$ cat src/rtl/drive_mixer.sv
// Differential-drive mixer: X/Y commands to per-wheel servo speeds with saturation,
// slew limiting, command-loss watchdog, image-tracking step mode and power-off stop.
module drive_mixer #(
    parameter int IN_W      = 6,
    parameter int SPD_W     = 8,
    parameter int STEP_W    = 3,
    parameter int FWD_SHIFT = 2,
    parameter int SLEW_STEP = 4,
    parameter int SLEW_DIV  = 1000,
    parameter int TIMEOUT   = 5_000_000
) (
    input  logic              clk,
    input  logic              rst,
    input  logic              power,
    input  logic              image_mode,
    input  logic              in_valid,
    input  logic [IN_W-1:0]   input_x,
    input  logic [IN_W-1:0]   input_y,
    output logic [SPD_W-1:0]  servo_0_speed,
    output logic [SPD_W-1:0]  servo_1_speed,
    output logic              servo_0_speed_write_en,
    output logic              servo_1_speed_write_en,
    output logic [STEP_W-1:0] servo_0_step,
    output logic [STEP_W-1:0] servo_1_step,
    output logic [1:0]        state
);

    localparam logic [1:0] S_OFF   = 2'd0;
    localparam logic [1:0] S_DRIVE = 2'd1;
    localparam logic [1:0] S_TRACK = 2'd2;
    localparam logic [1:0] S_HALT  = 2'd3;

    // Mixing width wide enough that no intermediate term can wrap.
    localparam int CW = SPD_W + IN_W + FWD_SHIFT + 3;
    localparam int TW = $clog2(SLEW_DIV + 1);
    localparam int WW = $clog2(TIMEOUT + 1);

    localparam logic signed [CW-1:0] CENTER    = CW'((2 ** (IN_W - 1)) - 1);
    localparam logic signed [CW-1:0] NEUTRAL_S = CW'(2 ** (SPD_W - 1));
    localparam logic signed [CW-1:0] SPD_MAX_S = CW'((2 ** SPD_W) - 1);
    localparam logic [SPD_W-1:0]     NEUTRAL   = SPD_W'(2 ** (SPD_W - 1));
    localparam logic signed [SPD_W+1:0] STEP_S = (SPD_W + 2)'(SLEW_STEP);

    logic [1:0]        next_state;
    logic              wd_expire;
    logic              tick_now;
    logic [TW-1:0]     tick_cnt;
    logic [WW-1:0]     wd_cnt;
    logic [SPD_W-1:0]  target_0, target_1;
    logic [SPD_W-1:0]  mix_0, mix_1;
    logic [STEP_W-1:0] x_hi;
    logic signed [CW-1:0] fwd, turn, raw_0, raw_1;

    function automatic logic [SPD_W-1:0] saturate(input logic signed [CW-1:0] v);
        if (v < 0)
            return '0;
        else if (v > SPD_MAX_S)
            return '1;
        else
            return v[SPD_W-1:0];
    endfunction

    function automatic logic [SPD_W-1:0] slew(input logic [SPD_W-1:0] cur,
                                              input logic [SPD_W-1:0] tgt);
        logic signed [SPD_W+1:0] d;
        d = $signed({2'b00, tgt}) - $signed({2'b00, cur});
        if (d > STEP_S)
            return cur + SPD_W'(SLEW_STEP);
        else if (d < -STEP_S)
            return cur - SPD_W'(SLEW_STEP);
        else
            return tgt;
    endfunction

    always_comb begin
        fwd   = $signed(CW'(input_y)) - CENTER;
        turn  = $signed(CW'(input_x)) - CENTER;
        raw_0 = NEUTRAL_S + (fwd <<< FWD_SHIFT) + turn;
        raw_1 = NEUTRAL_S + (fwd <<< FWD_SHIFT) - turn;
        mix_0 = saturate(raw_0);
        mix_1 = saturate(raw_1);
        x_hi  = input_x[IN_W-1 -: STEP_W];
    end

    assign tick_now = (tick_cnt == TW'(SLEW_DIV - 1));

    always_comb begin
        next_state = state;
        wd_expire  = (wd_cnt == WW'(TIMEOUT - 1)) && !in_valid;
        if (!power) begin
            next_state = S_OFF;
        end else begin
            case (state)
                S_OFF:   next_state = image_mode ? S_TRACK : S_DRIVE;
                S_DRIVE: begin
                    if (image_mode)
                        next_state = S_TRACK;
                    else if (wd_expire)
                        next_state = S_HALT;
                end
                S_TRACK: next_state = image_mode ? S_TRACK : S_DRIVE;
                default: begin
                    if (image_mode)
                        next_state = S_TRACK;
                    else if (in_valid)
                        next_state = S_DRIVE;
                end
            endcase
        end
    end

    assign servo_0_speed_write_en = (state != S_TRACK);
    assign servo_1_speed_write_en = (state != S_TRACK);

    always_ff @(posedge clk) begin
        if (rst) begin
            state         <= S_OFF;
            tick_cnt      <= '0;
            wd_cnt        <= '0;
            target_0      <= NEUTRAL;
            target_1      <= NEUTRAL;
            servo_0_speed <= NEUTRAL;
            servo_1_speed <= NEUTRAL;
            servo_0_step  <= '0;
            servo_1_step  <= '0;
        end else begin
            state    <= next_state;
            tick_cnt <= tick_now ? '0 : tick_cnt + TW'(1);

            if (state == S_DRIVE && next_state == S_DRIVE && !in_valid)
                wd_cnt <= wd_cnt + WW'(1);
            else
                wd_cnt <= '0;

            // Entry recentering wins over a strobe landing on the same edge.
            if ((next_state == S_DRIVE && (state == S_OFF || state == S_TRACK)) ||
                (next_state == S_HALT && state != S_HALT)) begin
                target_0 <= NEUTRAL;
                target_1 <= NEUTRAL;
            end else if (in_valid && next_state == S_DRIVE &&
                         (state == S_DRIVE || state == S_HALT)) begin
                target_0 <= mix_0;
                target_1 <= mix_1;
            end

            if (!power) begin
                servo_0_speed <= NEUTRAL;
                servo_1_speed <= NEUTRAL;
            end else if (tick_now && (state == S_DRIVE || state == S_HALT)) begin
                servo_0_speed <= slew(servo_0_speed, target_0);
                servo_1_speed <= slew(servo_1_speed, target_1);
            end

            if (!power) begin
                servo_0_step <= '0;
                servo_1_step <= '0;
            end else if (state == S_TRACK && in_valid && input_x != '0) begin
                servo_0_step <= x_hi;
                servo_1_step <= '1 - x_hi;
            end
        end
    end

endmodule

$ cat config.mk
export PLATFORM = sky130hd
export DESIGN_NAME = drive_mixer
export DESIGN_NICKNAME = d
export VERILOG_FILES = /design/src/rtl/drive_mixer.sv
export SDC_FILE = /design/constraint.sdc
export NUM_CORES = 1
export LEC_CHECK = 0
export BUFFER_PORTS_ARGS = -buffer_cell sky130_fd_sc_hd__buf_2
export CAP_MARGIN = 0
export CORE_MARGIN = 3
export CORE_UTILIZATION = 41
export DETAILED_ROUTE_END_ITERATION = 10
export SKIP_LAST_GASP = 1
export SYNTH_ARGS = -nofsm -noshare
export SYNTH_HDL_FRONTEND = slang
export SYNTH_SLANG_ARGS = --single-unit
$ cat constraint.sdc
create_clock -name clk -period 6.82 [get_ports clk]
set_input_delay 0.341 -clock clk [delete_from_list [all_inputs] [get_ports clk]]
set_output_delay 0.341 -clock clk [all_outputs]
set_load 0.01 [all_outputs]
==> results.cfg, run 1 <==
[run_status]
status = finished clean

[critical_path]
arrival_ns = 3.47
cp_max_fo = 8
startpoint = servo_1_speed[2]
cp-end-kind = flop
cp-start-kind = flop
critPathKind = reg -> reg
r2r-end = servo_1_speed[4]
worstReg2RegStart = servo_1_speed[2]
crit_required_ns = 7.04
ff2ff_path_depth = 10
crit_path_end = servo_1_speed[4]
r2r_slack_ns = 3.57

[timing]
finalHoldViolCount = 0
max_freq_mhz = 308
worstMarginPinSlew_ns = 1.08
rsz0062_at_grt = no
fin_worst_skew_ns = 0.00686
slew_viol_final = 0
setup_viol = 0
layout_min_cycle_time_ns = 3.25
setup-tns-final_ns = 0
timing.slew.headroom_pct = 27.3
period_share_pct = 47.6

[placement]
dp_hpwl_microns = 10100
place_congestion = 0.920
io_buffers = 42

[cells_and_area]
antennaDiodeCount = 0
nFillCells = 1254
final_nets = 783
syn_to_final_growth_pct = 12.9
drive_above_1_share_pct = 10.4
final_util_pct = 47.9
multi_input_area_sq_um = 3700
register_area_sq_um = 1460

[clocking]
hold_buffers = 0
clk_latency_ns = 0.33
cts-htree-levels = 3
post_cts_resized = 0
ctsRootBufferMaster = clkbuf_16
cts_setup_buffers = 0
cts_buffer_depth = 2
clock-sinks = 73
cts_tree = yes
clk_pin_slew_worst_paths_ns = 0.06
cts_buffers = 9

[pwr]
power_switching_w = 0.000335
intPower_w = 0.000849
combPwrFrac_pct = 18.8
ir_drop_mv = 0.138
switching_share_pct = 28.3
p_leak_nw = 2.42
clkPwrFrac_pct = 44.6
power_density_nw_per_um2 = 194
seq_power_share_pct = 36.6

[logic_synthesis]
yosys.area.top_type = dfxtp_1
yosys-top-cells-area = dfxtp_1 27%, ha_1 10%, nor2_1 5.9%
synthXorXnorAreaFrac_pct = 9.54
ys_seq_area_share_pct = 27.0
synth_area_sq_um = 5410
synth.area.mux_share_pct = 1.94
synth_top_family_by_area = simple AND/OR/NAND/NOR gates
ys_types = 77
synthSimpleGateAreaFrac_pct = 24.5
synth_compound_area_share_pct = 20.8
synth_area_per_cell_sq_um = 7.95
yosysMostFrequentCell = nor2_1
synth_edf_count = 0
synthFlopType = dfxtp_1
yosys_warnings = 0
yosysTopAreaCellShare_pct = 27.0
async_flop_share_pct = 0
synth_fp_nets = 746
synthAdderAreaFrac_pct = 11.5
synthTopCellsByCount = 85 x nor2_1, 73 x dfxtp_1, 45 x ha_1, 45 x inv_1
netlist_instances = 681
ys_ff_latch = 73

[floorplanning]
die_h_microns = 121
ioPinCount = 43
die_w_microns = 121
die_area_sq_um = 14600
start_util_pct = 42.4
core_sq_um = 12800
rows = 41

[global_route]
grt_pass1_wl_microns = 22600
grt_max_degree = 24
grtUsageTotal_pct = 18.7
overflow = 0
grt_pass1_vias = 4796
antenna_found_initial = 0

[detailed_routing]
wl_per_cell_microns = 14.5
antenna_left = 0
first_pass_iters = 5
drt-vias-per-instance = 5.58
drtIter0Drc = 298
vias = 4993
finalWirelength_microns = 13000
drc = 0

[worst_hold_path]
hold_class = in -> reg
holdPathStages = 2

[run]
drv_cap = 0
[cell usage in the layout, fill, tap and decap left out, drive strengths merged, types with 4 or more instances in the layout]
cell,Yosys,routed
nor2b,12,12
nand4b,5,5
and3,13,13
nor3,20,20
dfxtp,73,73
or2,6,6
a211o,4,4
nand4,13,13
o211ai,5,5
a22o,7,7
buf,4,44
nand2b,8,8
a21o,5,5
a31oi,7,7
nor2,85,85
nor4,4,4
clkbuf,14,10
o21a,5,5
inv,46,49
xnor2,35,35
xor2,24,24
mux2i,9,9
a211oi,6,6
a221oi,6,6
o2111ai,4,4
o21bai,5,5
a21oi,31,31
nand3,41,41
o21ai,34,34
nand2,41,41
ha,45,45
[kinds of logic (layout without fill, tap and decap cells)]
logic type                 Yosys count  in the layout
xor gates and xnor gates            59             59
adders and majority gates           48             48
AOI/OAI and AO/OA                  158            158
DFF                                 73             73
and+or+nand+nor                    268            268
muxes                               10             10
buffers and inverters               65            107
[flip-flops by register name, indices dropped and copies added (netlist names)]
name	count
servo_1_speed	8
wd_cnt	23
state	2
tick_cnt	10
servo_0_speed	8
target_1	8
servo_1_step	3
target_0	8
servo_0_step	3
[worst min path at each step]
stage	endpoint	start	slack, ns
global placement	wd_cnt[0]	wd_cnt[0]	0.44
global route	state[0]	image_mode	0.22
floorplan	tick_cnt[2]	rst	0.41
detailed placement	wd_cnt[0]	wd_cnt[0]	0.45
CTS	state[0]	image_mode	0.19
finish	state[0]	image_mode	0.21
[power groups by stage]
stage	Sequential, W	Clock (W)	Combinational [W]
6_report	0.000433	0.000528	0.000223
5_1_grt	0.000433	0.000560	0.000249
4_1_cts	0.000433	0.000543	0.000221
3_5_place_dp	0.000443	0	0.000220
3_3_place_gp	0.000443	0	0.000216
2_1_floorplan	0.000442	0	0.000163
[critical path: stages (launching register included)]
cell	delay, ns
dfxtp_1	0.47
inv_1	0.20
ha_1	0.47
nor2b_2	0.21
o2111ai_1	0.17
a31o_1	0.29
a2111oi_4	0.41
a21oi_1	0.29
a221oi_1	0.31
nor2_1	0.08
o221a_2	0.22
[metal layers]
metal / vias to the layer above / share of wire, % / global-route usage (%)
met2: 106 / 44 / 29.0
met3: 16 / 4.6 / 4.06
met5: - / 0 / 0
met4: 0 / 1.3 / 5.52
li1: 2538 / - / -
met1: 2333 / 50 / 26.0
[area by class of cell]
| cell class | count | area share, % |
|---|---|---|
| multi-input cells | 543 | 60.5 |
| well taps | 172 | 3.52 |
| inverters | 47 | 2.89 |
| repair buffers | 44 | 3.68 |
| clock buffers | 10 | 3.91 |
| clock inverters | 6 | 1.58 |
| flip-flops and latches | 73 | 23.9 |
[metrics by stage]
stage	hold slack [ns]	worst slack (ns)	cell area (sq um)	instances	total power, W
finish	0.208	3.57	6110	895	0.00118
global route	0.219	3.30	6110	895	0.00124
CTS	0.188	3.59	6110	895	0.00120
detailed placement	0.451	3.50	5780	879	0.000662
global placement	0.444	3.54	5780	879	0.000659
floorplan	0.413	3.77	5410	681	0.000605
No activity file was read; power rests on OpenSTA's default activity.
==> inputs of run 2 (changes only) <==
ABC_AREA = 1   (was default)
clock period = 3.21 ns   (was 6.82 ns; I/O delays follow)
==> run 2 against run 1 <==
  * Utilization decreased by 0.42 points
  * Largest power group unchanged
  * Clock power increased by 110%
  * Worst setup slack got worse by 2.9 ns
  * Highest routed layer unchanged
  * Critical endpoint is now target_0[1]
  * Combinational power increased by 110%
==> results.cfg, run 2 <==
[clocking]
cts_setup_buffers = 0
cts-htree-levels = 3
hold_buffers = 0
clk_pin_slew_worst_paths_ns = 0.06
ctsRootBufferMaster = clkbuf_16
clock-sinks = 73
post_cts_resized = 0
cts_buffer_depth = 2
cts_buffers = 9
cts_tree = yes
clk_latency_ns = 0.35

[worst_hold_path]
hold_class = in -> reg
holdPathStages = 2

[global_route]
overflow = 0
grt_pass1_vias = 5133
grt_max_degree = 25
grtUsageTotal_pct = 18.1
grt_pass1_wl_microns = 24100
antenna_found_initial = 0

[critical_path]
critPathKind = in -> reg
cp-end-kind = flop
ff2ff_path_depth = 13
cp_max_fo = 7
arrival_ns = 2.74
crit_required_ns = 3.43
cp-start-kind = primary input

[floorplanning]
core_sq_um = 14000
die_w_microns = 126
die_area_sq_um = 16000
start_util_pct = 42.4
die_h_microns = 126
rows = 43
ioPinCount = 43

[placement]
placed_area_sq_um = 6340
dp_hpwl_microns = 11200
placed_cells = 1144
place_ws_ns = 0.369
place_congestion = 0.887
io_buffers = 42

[detailed_routing]
finalWirelength_microns = 14000
drtIter0Drc = 330
first_pass_iters = 5
drc = 0
vias = 5526
drt-vias-per-instance = 4.76
antenna_left = 0
wl_per_cell_microns = 12.0

[cells_and_area]
top_regs = wd_cnt (23), tick_cnt (10)
final_common_cell = nand2_1
final_nets = 1040
drive_above_1_share_pct = 11.0
syn_to_final_growth_pct = 11.9
largest_reg_flops = 23
layout_common_cells = 225 x nand2_1, 148 x inv_1, 119 x nor2_1
antennaDiodeCount = 0
finalNonFillerCells = 1160
regMostFlops = wd_cnt
final_cell_area_sq_um = 6660

[pwr]
power_switching_w = 0.000723
p_leak_nw = 3.22
ir_drop_mv = 0.281
intPower_w = 0.00175
finalPower_w = 0.00247
switching_share_pct = 29.2
clkPwrFrac_pct = 44.1
power_density_nw_per_um2 = 371
combPwrFrac_pct = 18.8
seq_power_share_pct = 37.1

[logic_synthesis]
ys_types = 41
yosys.area.top_type = dfxtp_1
synthTopCellsByCount = 225 x nand2_1, 148 x inv_1, 119 x nor2_1, 86 x nand3_1, 73 x dfxtp_1
synth_edf_count = 0
synth_area_per_cell_sq_um = 6.41
synthFlopType = dfxtp_1
ys_ff_latch = 73
async_flop_share_pct = 0
ys_seq_area_share_pct = 24.6
yosys_warnings = 0
synth_area_sq_um = 5950
yosysTopAreaCellShare_pct = 24.6
yosys-top-cells-area = dfxtp_1 25%, nand2_1 14%, ha_1 9.5%
synth_fp_nets = 993
yosysMostFrequentCell = nand2_1
netlist_instances = 928

[timing]
timing.slew.headroom_pct = 34.5
slew_viol_final = 0
fin_worst_skew_ns = 0.0131
finalHoldViolCount = 0
layout_min_cycle_time_ns = 2.51
worstMarginPinSlew_ns = 0.974
setup-tns-final_ns = 0
rsz0062_at_grt = no
period_share_pct = 78.3
max_freq_mhz = 398
setup_ws_ns = 0.697
setup_viol = 0

[run]
drv_cap = 0

[run_status]
status = finished clean
-- run 2: cell types whose count changed in the layout (fill, tap and decap cells not counted), sizes merged, moves of 12 or more --
cell,change
nor2b,-12
nor2,+44
xor2,+18
nand2,+197
a21oi,+13
xnor2,-25
and3,-13
inv,+107
nand3,+51
-- run 2: logic make-up (layout without fill, tap and decap cells) --
| family | count (synthesis) | count (layout) | synth area share [%] |
|---|---|---|---|
| AOI/OAI and AO/OA | 81 | 81 | 7.76 |
| DFF | 73 | 73 | 24.6 |
| and+or+nand+nor | 506 | 506 | 38.4 |
| xor gates and xnor gates | 52 | 52 | 7.65 |
| adders and majority gates | 48 | 48 | 10.5 |
| buffers and inverters | 168 | 220 | 11.1 |
-- run 2: worst paths after layout --
path	from	endpoint	slack, ns
setup / recovery	input_y[2]	target_0[1]	0.70
setup reg to reg	servo_1_speed[5]	servo_1_speed[4]	0.73
hold reg to reg	tick_cnt[0]	tick_cnt[0]	0.45
hold / removal	image_mode	state[0]	0.02
-- run 2: layout make-up --
| type | count | area, sq um |
|---|---|---|
| Clock inverter | 6 | 90.1 |
| Clock buffer | 10 | 229 |
| Tap cell | 180 | 225 |
| Timing Repair Buffer | 45 | 233 |
| Multi-Input combinational cell | 687 | 3830 |
| Inverter | 159 | 597 |
| Fill cell | 1487 | 7380 |
| Sequential cell | 73 | 1460 |
-- run 2: layer usage --
| metal | wire [microns] | GRT usage, % |
|---|---|---|
| met1 | 7280 | 25.6 |
| met2 | 6010 | 28.5 |
| met3 | 430 | 2.44 |
| met4 | 257 | 6.25 |
| met5 | 0 | 0 |
-- run 2: power by group through the flow --
stage / registers, W / logic [W] / clock network (W)
2_1_floorplan: 0.000937 / 0.000354 / 0
3_3_place_gp: 0.000937 / 0.000465 / 0
3_5_place_dp: 0.000937 / 0.000463 / 0
4_1_cts: 0.000917 / 0.000465 / 0.00111
5_1_grt: 0.000917 / 0.000536 / 0.00115
6_report: 0.000917 / 0.000465 / 0.00109
-- run 2: worst max-delay path: stages --
cell     delay [ns]
buf_2          0.10
nand3_1        0.13
nor2_1         0.14
xor2_1         0.28
ha_1           0.28
inv_1          0.07
ha_1           0.32
nor2_1         0.20
inv_1          0.06
o21a_1         0.18
nand2_1        0.07
nor2_1         0.04
nor2_1         0.17
nand3_2        0.18
o21ai_1        0.16
nor2_1         0.05
nor2_1         0.10
nor2_1         0.04
-- run 2: metrics by stage --
| step | util [%] | hold WS (ns) |
|---|---|---|
| 3_5_place_dp | 45.2 | 0.372 |
| 5_1_grt | 47.4 | 0.0146 |
| 2_1_floorplan | - | 0.233 |
| 4_1_cts | 47.4 | 0.00202 |
| 6_report | 47.4 | 0.0159 |
| 3_3_place_gp | 45.2 | 0.379 |
==> inputs of run 3 (changes only) <==
clock period = 2.37 ns   (was 3.21 ns; I/O delays follow)
==> run 3 against run 2 <==
  * Clock-buffer cell count is 1 lower
  * Global-route usage is 0.93 points higher
  * Register-to-register slack worse by 0.63 ns
  * Sequential share of layout area is 3.1 points lower
==> results.cfg, run 3 (same netlist as run 2, synthesis figures left out) <==
[critical_path]
critPathKind = reg -> reg
arrival_ns = 2.54
startpoint = target_0[0]
cp-start-kind = flop
crit_required_ns = 2.64
cp-end-kind = flop
worstReg2RegStart = target_0[0]
cp_max_fo = 4

[clocking]
cts_buffers = 9
clk_latency_ns = 0.34
clock-sinks = 73
clk_pin_slew_worst_paths_ns = 0.06
cts-htree-levels = 3
cts_buffer_depth = 2
ctsRootBufferMaster = clkbuf_16
cts_tree = yes

[timing]
rsz0062_at_grt = yes
whs_ns = 0.165
fin_worst_skew_ns = 0.0107
slew_viol_final = 0
period_share_pct = 95.7
timing.slew.headroom_pct = 72.7
worstMarginPinSlew_ns = 0.408
max_freq_mhz = 441
setup_viol = 0
layout_min_cycle_time_ns = 2.27
finalHoldViolCount = 0

[placement]
dp_hpwl_microns = 12100
io_buffers = 42
placed_cells = 1236
place_congestion = 0.867
placed_area_sq_um = 7030

[cells_and_area]
layout_common_cells = 214 x nand2_1, 139 x inv_1, 108 x nor2_1
final_nets = 1144
regMostFlops = wd_cnt
drive_above_1_share_pct = 26.7
top_regs = wd_cnt (23), tick_cnt (10)
largest_reg_flops = 23
finalNonFillerCells = 1264
final_common_cell = nand2_1
antennaDiodeCount = 0
final_cell_area_sq_um = 7780
syn_to_final_growth_pct = 30.8

[run]
drv_cap = 0

[worst_hold_path]
hold_class = in -> reg
hold_start = input_x[5]

[pwr]
ir_drop_mv = 0.342
finalPower_w = 0.00349
p_leak_nw = 3.77
power_density_nw_per_um2 = 449

[detailed_routing]
finalWirelength_microns = 15500
first_pass_iters = 4
dr_wl_met2_microns = 7260
antenna_left = 0
drc = 0
wl_per_cell_microns = 12.3
vias = 6047
drt-vias-per-instance = 4.78
top_layer = met4
wl_met1_microns = 7630
drtIter0Drc = 319
met3WireLength_microns = 462

[floorplanning]
die_h_microns = 126
die_area_sq_um = 16000
ioPinCount = 43
start_util_pct = 42.4
rows = 43
die_w_microns = 126
core_sq_um = 14000

[global_route]
grt_pass1_wl_microns = 25600
overflow = 0
antenna_found_initial = 0
grt_max_degree = 24
grtUsageTotal_pct = 19.1
grt_pass1_vias = 5606

[run_status]
status = finished clean
==> run 3: routing by layer <==
layer	vias to the layer above	global-route usage, %
met5	-	0
met1	2717	26.1
met4	0	4.04
met3	12	3.33
li1	3224	-
met2	94	31.6
==> run 3: layout make-up <==
class	count	area [sq um]
fillers	1401	6260
multi-input cells	687	4180
flip-flops and latches	73	1470
repair buffers	149	1030
inverters	159	597
clock buffers	9	225
well taps	180	225
clock inverters	7	60.1
==> run 3: critical path, cell delays in order (launching register included) <==
cell and delay (ns):
dfxtp_2 0.34, inv_2 0.05, ha_4 0.16, fa_2 0.38
inv_2 0.07, nand3_1 0.08, nand2_1 0.09, nand2_1 0.06
nand2_2 0.06, nand3_1 0.09, nor2_2 0.13, nand3_2 0.13
nand2_4 0.10, nand2_2 0.08, inv_2 0.09, buf_4 0.11
nand2_1 0.05, a21oi_2 0.12
==> run 3: power by group <==
part           leakage [nW]  switching [W]  internal, W
clock                 0.137       0.000575     0.000727
combinational          3.04       0.000516     0.000433
sequential            0.591     0.00000684      0.00123
==> run 3: path summary, 6_finish.rpt <==
kind,endpoint,slack (ns),cells after the start
max reg2reg,servo_0_speed[4],0.10,17
min reg2reg,tick_cnt[0],0.45,1
max,servo_0_speed[4],0.10,17
min,servo_0_step[2],0.16,4
==> run 3: through the flow <==
step / setup slack [ns] / util, % / setup TNS [ns]
after global routing: -0.0516 / 55.4 / -0.266
final: 0.103 / 55.4 / 0
after CTS: 0.0257 / 52.5 / 0
after global placement: -0.250 / 50.1 / -3.66
after detailed placement: -0.269 / 50.1 / -3.85
after floorplan: 0.0363 / - / 0
==> run 3: timing repair <==
action,in CTS,in global routing
hold buffers,2,0
setup buffers,3,7
endpoints found under the hold margin,2,0
resized for setup,2,95
pin swaps,2,34
endpoints found under the setup margin,4,32
